**src/rtl/sram_ref_dds_pkg.sv**
```systemverilog
// Shared widths, default quarter-period offset and FSM encoding for the reference DDS.
package sram_ref_dds_pkg;

  localparam int unsigned TABLE_AW = 16;
  localparam int unsigned DATA_W   = 16;
  localparam int unsigned PHASE_W  = 32;

  // Quarter period of a 65536-entry table: Q leads I by 90 degrees.
  localparam logic [TABLE_AW-1:0] QUARTER_DEFAULT = 16'h4000;

  typedef enum logic [2:0] {
    StIdle,
    StReqI,
    StWaitI,
    StReqQ,
    StWaitQ,
    StPublish
  } state_e;

endpackage

```
**src/rtl/sram_ref_dds_if.sv**
```systemverilog
// Sample strobe, tuning words, SRAM read port and sin/cos result of the reference DDS.
interface sram_ref_dds_if;
  import sram_ref_dds_pkg::*;

  logic                sample_en;
  logic [PHASE_W-1:0]  ftw;
  logic [TABLE_AW-1:0] pow;
  logic                load_busy;
  logic                rd_req;
  logic [TABLE_AW-1:0] rd_addr;
  logic                rd_ack;
  logic                rd_valid;
  logic [DATA_W-1:0]   rd_data;
  logic [DATA_W-1:0]   sin_out;
  logic [DATA_W-1:0]   cos_out;
  logic                out_valid;
  logic                overrun;

  // DDS side
  modport master (
    input  sample_en, ftw, pow, load_busy, rd_ack, rd_valid, rd_data,
    output rd_req, rd_addr, sin_out, cos_out, out_valid, overrun
  );

  // Environment side: sample source, SRAM port and demodulator
  modport slave (
    output sample_en, ftw, pow, load_busy, rd_ack, rd_valid, rd_data,
    input  rd_req, rd_addr, sin_out, cos_out, out_valid, overrun
  );

endinterface

```
**src/rtl/sram_ref_dds_phase.sv**
```systemverilog
// Phase accumulator plus table-address generation for the I and Q reads.
module sram_ref_dds_phase
  import sram_ref_dds_pkg::*;
#(
  parameter logic [TABLE_AW-1:0] QUARTER = QUARTER_DEFAULT
) (
  input  logic                clk_i,
  input  logic                rst_i,
  input  logic                sample_en_i,
  input  logic                fetch_start_i,
  input  logic [PHASE_W-1:0]  ftw_i,
  input  logic [TABLE_AW-1:0] pow_i,
  output logic [TABLE_AW-1:0] base_next_o,
  output logic [TABLE_AW-1:0] q_addr_o
);

  logic [PHASE_W-1:0]  phase_q, phase_d, phase_sum;
  logic [TABLE_AW-1:0] base_q, base_d;
  logic [TABLE_AW-1:0] fetch_base_q, fetch_base_d;

  // Next phase/base; base uses the already-advanced phase. Fetch base is frozen per fetch so a
  // strobe arriving mid-fetch cannot move the pending Q address.
  always_comb begin
    phase_sum    = phase_q + ftw_i;
    base_next_o  = phase_sum[PHASE_W-1:PHASE_W-TABLE_AW] + pow_i;
    phase_d      = sample_en_i ? phase_sum : phase_q;
    base_d       = sample_en_i ? base_next_o : base_q;
    fetch_base_d = fetch_start_i ? base_next_o : fetch_base_q;
    q_addr_o     = fetch_base_q + QUARTER;
  end

  // Accumulator and address registers
  always_ff @(posedge clk_i) begin
    if (rst_i) begin
      phase_q      <= '0;
      base_q       <= '0;
      fetch_base_q <= '0;
    end else begin
      phase_q      <= phase_d;
      base_q       <= base_d;
      fetch_base_q <= fetch_base_d;
    end
  end

endmodule

```
**src/rtl/sram_ref_dds.sv**
```systemverilog
// Reference sin/cos generator: reads I and Q words from the shared SRAM table per sample strobe.
module sram_ref_dds
  import sram_ref_dds_pkg::*;
#(
  parameter logic [TABLE_AW-1:0] QUARTER = QUARTER_DEFAULT
) (
  input logic            clk,
  input logic            rst,
  sram_ref_dds_if.master bus
);

  state_e              state_q, state_d;
  logic                rd_req_q, rd_req_d;
  logic [TABLE_AW-1:0] rd_addr_q, rd_addr_d;
  logic [DATA_W-1:0]   i_word_q, i_word_d;
  logic [DATA_W-1:0]   q_word_q, q_word_d;
  logic [DATA_W-1:0]   sin_q, sin_d;
  logic [DATA_W-1:0]   cos_q, cos_d;
  logic                out_valid_q, out_valid_d;
  logic                overrun_q, overrun_d;
  logic                zero_q, zero_d;
  logic                fetch_start;
  logic [TABLE_AW-1:0] base_next;
  logic [TABLE_AW-1:0] q_addr;

  assign fetch_start = bus.sample_en && (state_q == StIdle) && !bus.load_busy;

  sram_ref_dds_phase #(
    .QUARTER (QUARTER)
  ) u_phase (
    .clk_i         (clk),
    .rst_i         (rst),
    .sample_en_i   (bus.sample_en),
    .fetch_start_i (fetch_start),
    .ftw_i         (bus.ftw),
    .pow_i         (bus.pow),
    .base_next_o   (base_next),
    .q_addr_o      (q_addr)
  );

  // State register
  always_ff @(posedge clk) begin
    if (rst) state_q <= StIdle;
    else     state_q <= state_d;
  end

  // Next-state logic
  always_comb begin
    state_d = state_q;
    case (state_q)
      StIdle:    if (bus.sample_en) state_d = bus.load_busy ? StPublish : StReqI;
      StReqI:    if (bus.rd_ack)    state_d = StWaitI;
      StWaitI:   if (bus.rd_valid)  state_d = StReqQ;
      StReqQ:    if (bus.rd_ack)    state_d = StWaitQ;
      StWaitQ:   if (bus.rd_valid)  state_d = StPublish;
      StPublish: state_d = StIdle;
      default:   state_d = StIdle;
    endcase
  end

  // Next values of the registered outputs and fetch holding registers
  always_comb begin
    rd_req_d    = (state_d == StReqI) || (state_d == StReqQ);
    rd_addr_d   = rd_addr_q;
    i_word_d    = i_word_q;
    q_word_d    = q_word_q;
    sin_d       = sin_q;
    cos_d       = cos_q;
    out_valid_d = (state_q == StPublish);
    overrun_d   = overrun_q || (bus.sample_en && (state_q != StIdle));
    // Zeroing flag: captured at the strobe, then ORed with any load_busy seen during the fetch.
    zero_d      = (state_q == StIdle) ? bus.load_busy : (zero_q || bus.load_busy);

    if ((state_q == StIdle) && (state_d == StReqI))   rd_addr_d = base_next;
    if ((state_q == StWaitI) && (state_d == StReqQ))  rd_addr_d = q_addr;
    if ((state_q == StWaitI) && bus.rd_valid)         i_word_d  = bus.rd_data;
    if ((state_q == StWaitQ) && bus.rd_valid)         q_word_d  = bus.rd_data;

    if (state_q == StPublish) begin
      sin_d = (zero_q || bus.load_busy) ? '0 : i_word_q;
      cos_d = (zero_q || bus.load_busy) ? '0 : q_word_q;
    end
  end

  // Output and data registers
  always_ff @(posedge clk) begin
    if (rst) begin
      rd_req_q    <= 1'b0;
      rd_addr_q   <= '0;
      i_word_q    <= '0;
      q_word_q    <= '0;
      sin_q       <= '0;
      cos_q       <= '0;
      out_valid_q <= 1'b0;
      overrun_q   <= 1'b0;
      zero_q      <= 1'b0;
    end else begin
      rd_req_q    <= rd_req_d;
      rd_addr_q   <= rd_addr_d;
      i_word_q    <= i_word_d;
      q_word_q    <= q_word_d;
      sin_q       <= sin_d;
      cos_q       <= cos_d;
      out_valid_q <= out_valid_d;
      overrun_q   <= overrun_d;
      zero_q      <= zero_d;
    end
  end

  assign bus.rd_req    = rd_req_q;
  assign bus.rd_addr   = rd_addr_q;
  assign bus.sin_out   = sin_q;
  assign bus.cos_out   = cos_q;
  assign bus.out_valid = out_valid_q;
  assign bus.overrun   = overrun_q;

endmodule

```
**src/flat_wrapper.sv**
```systemverilog
// flat-port wrapper written by rule: the top's interface ports become plain ports
module sram_ref_dds_flat import sram_ref_dds_pkg::*;
#(
  parameter logic [TABLE_AW-1:0] QUARTER = QUARTER_DEFAULT
)
  (clk, rst, bus_sample_en, bus_ftw, bus_pow, bus_load_busy, bus_rd_ack, bus_rd_valid, bus_rd_data, bus_rd_req, bus_rd_addr, bus_sin_out, bus_cos_out, bus_out_valid, bus_overrun);
  sram_ref_dds_if bus_i ();
  input logic clk;
  input logic rst;
  input wire logic [$bits(bus_i.sample_en)-1:0] bus_sample_en;
  input wire logic [$bits(bus_i.ftw)-1:0] bus_ftw;
  input wire logic [$bits(bus_i.pow)-1:0] bus_pow;
  input wire logic [$bits(bus_i.load_busy)-1:0] bus_load_busy;
  input wire logic [$bits(bus_i.rd_ack)-1:0] bus_rd_ack;
  input wire logic [$bits(bus_i.rd_valid)-1:0] bus_rd_valid;
  input wire logic [$bits(bus_i.rd_data)-1:0] bus_rd_data;
  output wire logic [$bits(bus_i.rd_req)-1:0] bus_rd_req;
  output wire logic [$bits(bus_i.rd_addr)-1:0] bus_rd_addr;
  output wire logic [$bits(bus_i.sin_out)-1:0] bus_sin_out;
  output wire logic [$bits(bus_i.cos_out)-1:0] bus_cos_out;
  output wire logic [$bits(bus_i.out_valid)-1:0] bus_out_valid;
  output wire logic [$bits(bus_i.overrun)-1:0] bus_overrun;
  assign bus_i.sample_en = bus_sample_en;
  assign bus_i.ftw = bus_ftw;
  assign bus_i.pow = bus_pow;
  assign bus_i.load_busy = bus_load_busy;
  assign bus_i.rd_ack = bus_rd_ack;
  assign bus_i.rd_valid = bus_rd_valid;
  assign bus_i.rd_data = bus_rd_data;
  assign bus_rd_req = bus_i.rd_req;
  assign bus_rd_addr = bus_i.rd_addr;
  assign bus_sin_out = bus_i.sin_out;
  assign bus_cos_out = bus_i.cos_out;
  assign bus_out_valid = bus_i.out_valid;
  assign bus_overrun = bus_i.overrun;
  sram_ref_dds #(.QUARTER(QUARTER)) u_core (.clk(clk), .rst(rst), .bus(bus_i));
endmodule
```
**config.mk**
```make
export PLATFORM = sky130hd
export DESIGN_NAME = sram_ref_dds_flat
export DESIGN_NICKNAME = d
export VERILOG_FILES = /design/src/rtl/sram_ref_dds_pkg.sv /design/src/rtl/sram_ref_dds_if.sv /design/src/rtl/sram_ref_dds_phase.sv /design/src/rtl/sram_ref_dds.sv /design/src/flat_wrapper.sv
export SDC_FILE = /design/constraint.sdc
export NUM_CORES = 1
export LEC_CHECK = 0
export BUFFER_PORTS_ARGS = -buffer_cell sky130_fd_sc_hd__buf_4
export CAP_MARGIN = 20
export CORE_AREA = 2 2 123 125
export CTS_CLUSTER_SIZE = 8
export DETAILED_ROUTE_END_ITERATION = 10
export DIE_AREA = 0 0 125 127
export PLACE_DENSITY = 0.75
export REMOVE_ABC_BUFFERS = 1
export SYNTH_ARGS = -nofsm -noshare
export SYNTH_HDL_FRONTEND = slang
export SYNTH_HIERARCHICAL = 1
export SYNTH_SLANG_ARGS = --single-unit
export TNS_END_PERCENT = 50
```
**constraint.sdc**
```tcl
create_clock -name clk -period 4.4 [get_ports clk]
set_input_delay 0.44 -clock clk [delete_from_list [all_inputs] [get_ports clk]]
set_output_delay 0.44 -clock clk [all_outputs]
set_load 0.05 [all_outputs]
```
## Word level (Yosys, flattened, before mapping)

Index checks and enable logic that the tools add are counted.

- Logic and storage cells: 48
- Register bits after elaboration: 135

- Eq/ne operators: 7
- Reductions and logical operators: 14
- Mux-type cells: 12
- Add/subtract/negate cells: 3

Operators with widths:

| operator | count |
|---|---|
| 16-bit two-way mux | 4 |
| 32-bit adder | 1 |
| 3-bit two-way mux | 6 |
| 16-bit by 15-bit adder with 16-bit output (second input constant) | 1 |
| 16-bit adder | 1 |
| 3-bit one-hot mux with 5 select lines | 1 |
| 3-bit by 2-bit equality test with 1-bit output (second input constant) | 3 |
| 1-bit logical AND | 7 |
| 3-bit by 1-bit equality test with 1-bit output (second input constant) | 2 |
| 3-bit equality test (second input constant) | 2 |
| 3-bit logical NOT | 1 |
| 1-bit logical OR | 3 |
| 3-bit nonzero test | 1 |
| 2-bit nonzero test | 1 |
| 1-bit logical NOT | 1 |
| 1-bit two-way mux | 1 |

## Longest topological paths before layout

- Depth in word-level cells: 7
- Depth in mapped cells: 19
- Mapped depth without buffers: 19

## Hierarchy

The synthesis kept the hierarchy.

Modules (own cells, without submodules):

| module | times used | area an instance (um2) | cells an instance |
|---|---|---|---|
| sram_ref_dds_phase | 1 | 4185.3 | 513 |
| sram_ref_dds | 1 | 3239.4 | 327 |

## Least setup slack after synthesis

No wires, ideal clock.

- Path kind: input -> register
- Start point: in bus_ftw[0]
- End point: reg u_core.rd_addr_q[14], in the netlist u_core/bus.rd_addr[14]
- Required time: 4.265 ns
- Arrival: 4.175 ns
- Stages on the path: 18
- Setup time: 0.135 ns
- Buffers on the path: 0
- Slack: 0.089 ns
- Cells stage by stage: ha_1 fa_1 a211oi_1 o21ai_0 nand3_1 nand3_1 xor2_1 ha_1 fa_1 a21o_1 a31o_2 a21oi_1 nor3_1 a2111oi_2 o2bb2ai_1 xnor2_1 nor4b_1 a2111oi_2

- Word-level cells in the longest chain between the ends: 4

RTL lines:

| element | line | RTL |
|---|---|---|
| start, declared | flat_wrapper.sv:11 | `input wire logic [$bits(bus_i.ftw)-1:0] bus_ftw;` |
| 32-bit adder | sram_ref_dds_phase.sv:24 | `phase_sum = phase_q + ftw_i;` |
| via u_core.u_phase.phase_sum[16] | sram_ref_dds_phase.sv:17 | `logic [PHASE_W-1:0] phase_q, phase_d, phase_sum;` |
| 16-bit adder | sram_ref_dds_phase.sv:25 | `base_next_o = phase_sum[PHASE_W-1:PHASE_W-TABLE_AW] + pow_i;` |
| via u_core.base_next[14] | sram_ref_dds.sv:23 | `logic [TABLE_AW-1:0] base_next;` |
| 16-bit two-way mux | sram_ref_dds.sv:74 | `if ((state_q == StIdle) && (state_d == StReqI)) rd_addr_d = base_next;` |
| 16-bit two-way mux | sram_ref_dds.sv:75 | `if ((state_q == StWaitI) && (state_d == StReqQ)) rd_addr_d = q_addr;` |
| end signal, assigned | sram_ref_dds.sv:99 | `rd_addr_q <= rd_addr_d;` |
| end, declared | sram_ref_dds.sv:14 | `logic [TABLE_AW-1:0] rd_addr_q, rd_addr_d;` |

The timed path passes the listed nets, and every way through them passes these cells. The select of a mux whose other input is x is not followed.
A chain may end at the register's enable or synchronous reset.

## Worst setup path in the final report

- Start point: reg u_core.u_phase.phase_q[0]
- End point: reg u_core.rd_addr_q[15], in the netlist u_core/bus.rd_addr[15]

- Word-level cells in the longest chain between the ends: 4

RTL lines:

| element | line | RTL |
|---|---|---|
| start, declared | sram_ref_dds_phase.sv:17 |  |
| start signal, assigned | sram_ref_dds_phase.sv:39 | `phase_q <= phase_d;` |
| 32-bit adder | sram_ref_dds_phase.sv:24 |  |
| via u_core.u_phase.phase_sum[22] | sram_ref_dds_phase.sv:17 |  |
| 16-bit adder | sram_ref_dds_phase.sv:25 |  |
| via u_core.base_next[15] | sram_ref_dds.sv:23 |  |
| 16-bit two-way mux | sram_ref_dds.sv:74 |  |
| 16-bit two-way mux | sram_ref_dds.sv:75 |  |

The timed path passes the listed nets, and every way through them passes these cells. The select of a mux whose other input is x is not followed.

==> impl_metrics.tcl <==
set metrics [dict create \
    status "completed" \
    grt_pass1_vias 6199 \
    yosys_register_bits 135 \
    grt_most_used_layer "met2" \
    drc 0 \
    final.fill_count 1182 \
    cp.required_ns 4.73 \
    hpwlAfterDp_um 13040 \
    wl_per_cell_um 16.03 \
    p_leak_nw 4.120 \
    cp-start-kind "flip-flop" \
    portBuffers 120 \
    synth_flop_cell "dfxtp_1" \
    fin_ws_ns 0.1664 \
    fin_crit_sh 0.9622 \
    postRouteAntennaNets 0 \
    crit_top_cell "mux2i_1" \
    synth_cell_type_count 72 \
    cpMaxStageDelayCell "fa_2" \
    numCtsBuffers 17 \
    slew-limit-headroom 0.4058 \
    crit_path_end_kind "flip-flop" \
    ctsLongestPathBuffers 2 \
    path_cells "ha_4 -> fa_2 -> a211oi_4 -> o21ai_2 -> nand3_2 -> buf_4 -> nand4_1 -> nand2_1 -> o211ai_1 -> and2_4 -> ha_1 -> a21o_1 -> a221oi_4 -> a21oi_2 -> o31ai_4 -> mux2i_1 -> a211oi_2 -> xnor2_1 -> mux2i_1 -> a221oi_1" \
    syn_inst 840 \
    crit_buf_inv 1 \
    ff2ff_path_depth 20 \
    dp_cells 1134 \
    hold_viol 0 \
    vdd_ir_drop_max_v 0.0003930 \
    grt_start_max_net_pins 69 \
    slew_viol_final 0 \
    vias 6548 \
    fin_crit_ns 4.234 \
    tightest_slew_ns 0.8903 \
    netlist_area_um2 7425 \
    die_width_um 125 \
    fin_setup_tns_ns 0 \
    finalClockSkew_ns 0.005607 \
    use_met2 0.3756 \
    clkTransAtPathRegs_ns 0.06 \
    r2r-start "u_core/u_phase/phase_q[0]" \
    final_cells 1170 \
    seq_area_frac_synth 0.3640 \
    area_growth_pct 26.27 \
    hold_path_class "primary input to flip-flop" \
    cp.arrival_ns 4.56 \
    rows 44 \
    finalSetupViolations 0 \
    grt_use_met3 0.04732 \
    num_antenna_cells 0 \
    globalRouteOverflowTotal 0 \
    cts_max_level 4 \
    cp_top_family "compound AO/OA/AOI/OAI gates" \
    place_ws_ns -0.3166 \
    crit_start "u_core/u_phase/phase_q[0]" \
    fmax_mhz 236.2 \
    antenna_found_initial 0 \
    holdWs_ns 0.2682 \
    power_per_cell_area_nw_per_um2 478.9 \
    cts_root_buf "clkbuf_16" \
    whs_path_depth 3 \
    fp.coreArea_um2 14420 \
    synth-edff-count 0 \
    cts_tree "done" \
    critPathMaxFanout 3 \
    clock_latency_ns 0.42 \
    place_congestion 0.8728 \
    die_h_um 127 \
    grt_setup_unrepaired "true" \
    start_util 0.5147 \
    synth-async-reset-ratio 0 \
    clock_sinks 135 \
    r2r_end "u_core/bus.rd_addr[15]" \
    die_area_um2 15880 \
    grt_pass1_wl_um 29840 \
    grtUsageMet1 0.2981 \
    drive_gt1_frac 0.2738 \
    dr.pass1.iters 5 \
    total_power_w 0.004490 \
    ios 121 \
    path_class "flip-flop to flip-flop" \
    synth.avg_cell_area_um2 8.839 \
    drv_cap 0 \
    r2r_slack_ns 0.17 \
    grt_use_total 0.2285 \
    critPathMaxStageDelay_ns 0.42 \
    viasPerCell 5.597 \
    hold_end "u_core/q_word_q[2]" \
    wirelength_um 18760 \
    hold_start "bus_rd_data[2]" \
    yosysWarnings 6 \
    drt-initial-drc-count 368 \
    fin_nets 1092 \
]
## logic make-up (layout without fill, tap and decap cells)
family,Yosys count,in the layout,share of synthesized area
mux,45,45,0.06084
simple gates,270,270,0.1675
compound gates,221,221,0.2218
xor+xnor,41,41,0.04836
fa+ha+maj,49,49,0.08460
buf+inv,79,225,0.05292
flops,135,135,0.3640
## metal layers
metal | up-vias | part of all wire
met1 | 3054 | 0.46
met5 | - | 0
met4 | 0 | 0.020
li1 | 3285 | -
met2 | 182 | 0.47
met3 | 27 | 0.050
## flip-flops by register name (all words and copies together) (netlist names)
signal / cells
u_core/u_phase/phase_q: 32
u_core/bus.cos_out: 16
u_core/i_word_q: 16
u_core/bus.rd_addr: 16
u_core/bus.out_valid: 1
u_core/q_word_q: 16
u_core/zero_q: 1
u_core/bus.overrun: 1
u_core/u_phase/fetch_base_q: 16
u_core/state_q: 3
u_core/bus.sin_out: 16
u_core/bus.rd_req: 1
## what timing repair did
| item | CTS | global route |
|---|---|---|
| pin swaps | 1 | 21 |
| resized for setup | 2 | 30 |
| setup buffers | 1 | 3 |
| hold buffers | 0 | 0 |
| setup endpoints to repair | 2 | 5 |
## through the flow
stage | instance area [um^2] | util
after floorplan | 7096 | -
after global placement | 8631 | 0.5984
after detailed placement | 8631 | 0.5984
after CTS | 9200 | 0.6378
after global routing | 9375 | 0.6500
final | 9375 | 0.6500
## layout by cell type (no fill, tap or decap), types with 5 or more instances in the layout
master,Yosys,final
a21o_1,14,14
o21bai_1,6,5
nand3_1,14,13
o21a_1,8,8
dfxtp_1,135,134
inv_1,17,17
xor2_1,10,9
and3_1,6,6
nor3_1,13,11
a211oi_1,8,6
a221oi_1,6,6
buf_4,16,176
clkbuf_16,0,17
mux2i_1,44,44
a21oi_2,2,7
nand4_1,9,9
o21ai_0,13,12
or3_1,8,7
ha_1,47,43
a221oi_2,10,10
a22o_1,32,32
inv_6,0,6
a21oi_1,78,73
nor2_1,88,88
nand2_1,100,99
xnor2_1,31,30
## cell type report
cell class	count	area, um^2	area share
Timing Repair Buffer	176	1321	0.1409
Clock inverter	15	131.4	0.01401
Tap cell	184	230.2	0.02456
Sequential cell	135	2704	0.2884
Multi-Input combinational cell	626	4499	0.4799
Inverter	17	63.81	0.006806
Clock buffer	17	425.4	0.04538
## cells in the mapped netlist, drive strengths merged, types with 11 or more instances
cell / instances / area, um^2
dfxtp: 135 / 2703
nand2: 100 / 375.4
nor2: 88 / 330.3
a21oi: 80 / 407.9
ha: 47 / 588.1
mux2i: 44 / 440.4
clkbuf: 33 / 123.9
a22o: 32 / 280.3
xnor2: 31 / 271.5
buf: 29 / 205.2
a221oi: 17 / 229.0
inv: 17 / 63.81
o21ai: 17 / 85.08
a21o: 15 / 113.9
nand3: 14 / 70.07
nor3: 13 / 65.06
a211oi: 11 / 97.60
## worst register-to-register path: stages, from the launching register on
cell      delay [ns]
dfxtp_2         0.33
ha_4            0.16
fa_2            0.42
a211oi_4        0.31
o21ai_2         0.10
nand3_2         0.10
buf_4           0.11
nand4_1         0.12
nand2_1         0.12
o211ai_1        0.13
and2_4          0.20
ha_1            0.30
a21o_1          0.20
a221oi_4        0.29
a21oi_2         0.12
o31ai_4         0.21
mux2i_1         0.25
a211oi_2        0.06
xnor2_1         0.24
mux2i_1         0.11
a221oi_1        0.26
## worst max path at each step
stage,end,depth (start not counted),slack [ns]
finish,u_core/bus.rd_addr[15],20,0.17
global route,u_core/bus.rd_addr[15],20,-0.05
CTS,u_core/bus.rd_addr[15],20,0.002
detailed placement,u_core/bus.rd_addr[15],21,-0.32
global placement,u_core/bus.rd_addr[14],21,-0.17
floorplan,u_core/bus.rd_addr[14],18,0.07
## power by group
part	switching [W]	total [W]	internal (W)
Sequential	0.0000658	0.00139	0.00133
Clock	0.000613	0.00136	0.000744
Combinational	0.000948	0.00174	0.000791
Total	0.00163	0.00449	0.00286
Power figures use the tool's default switching activity.
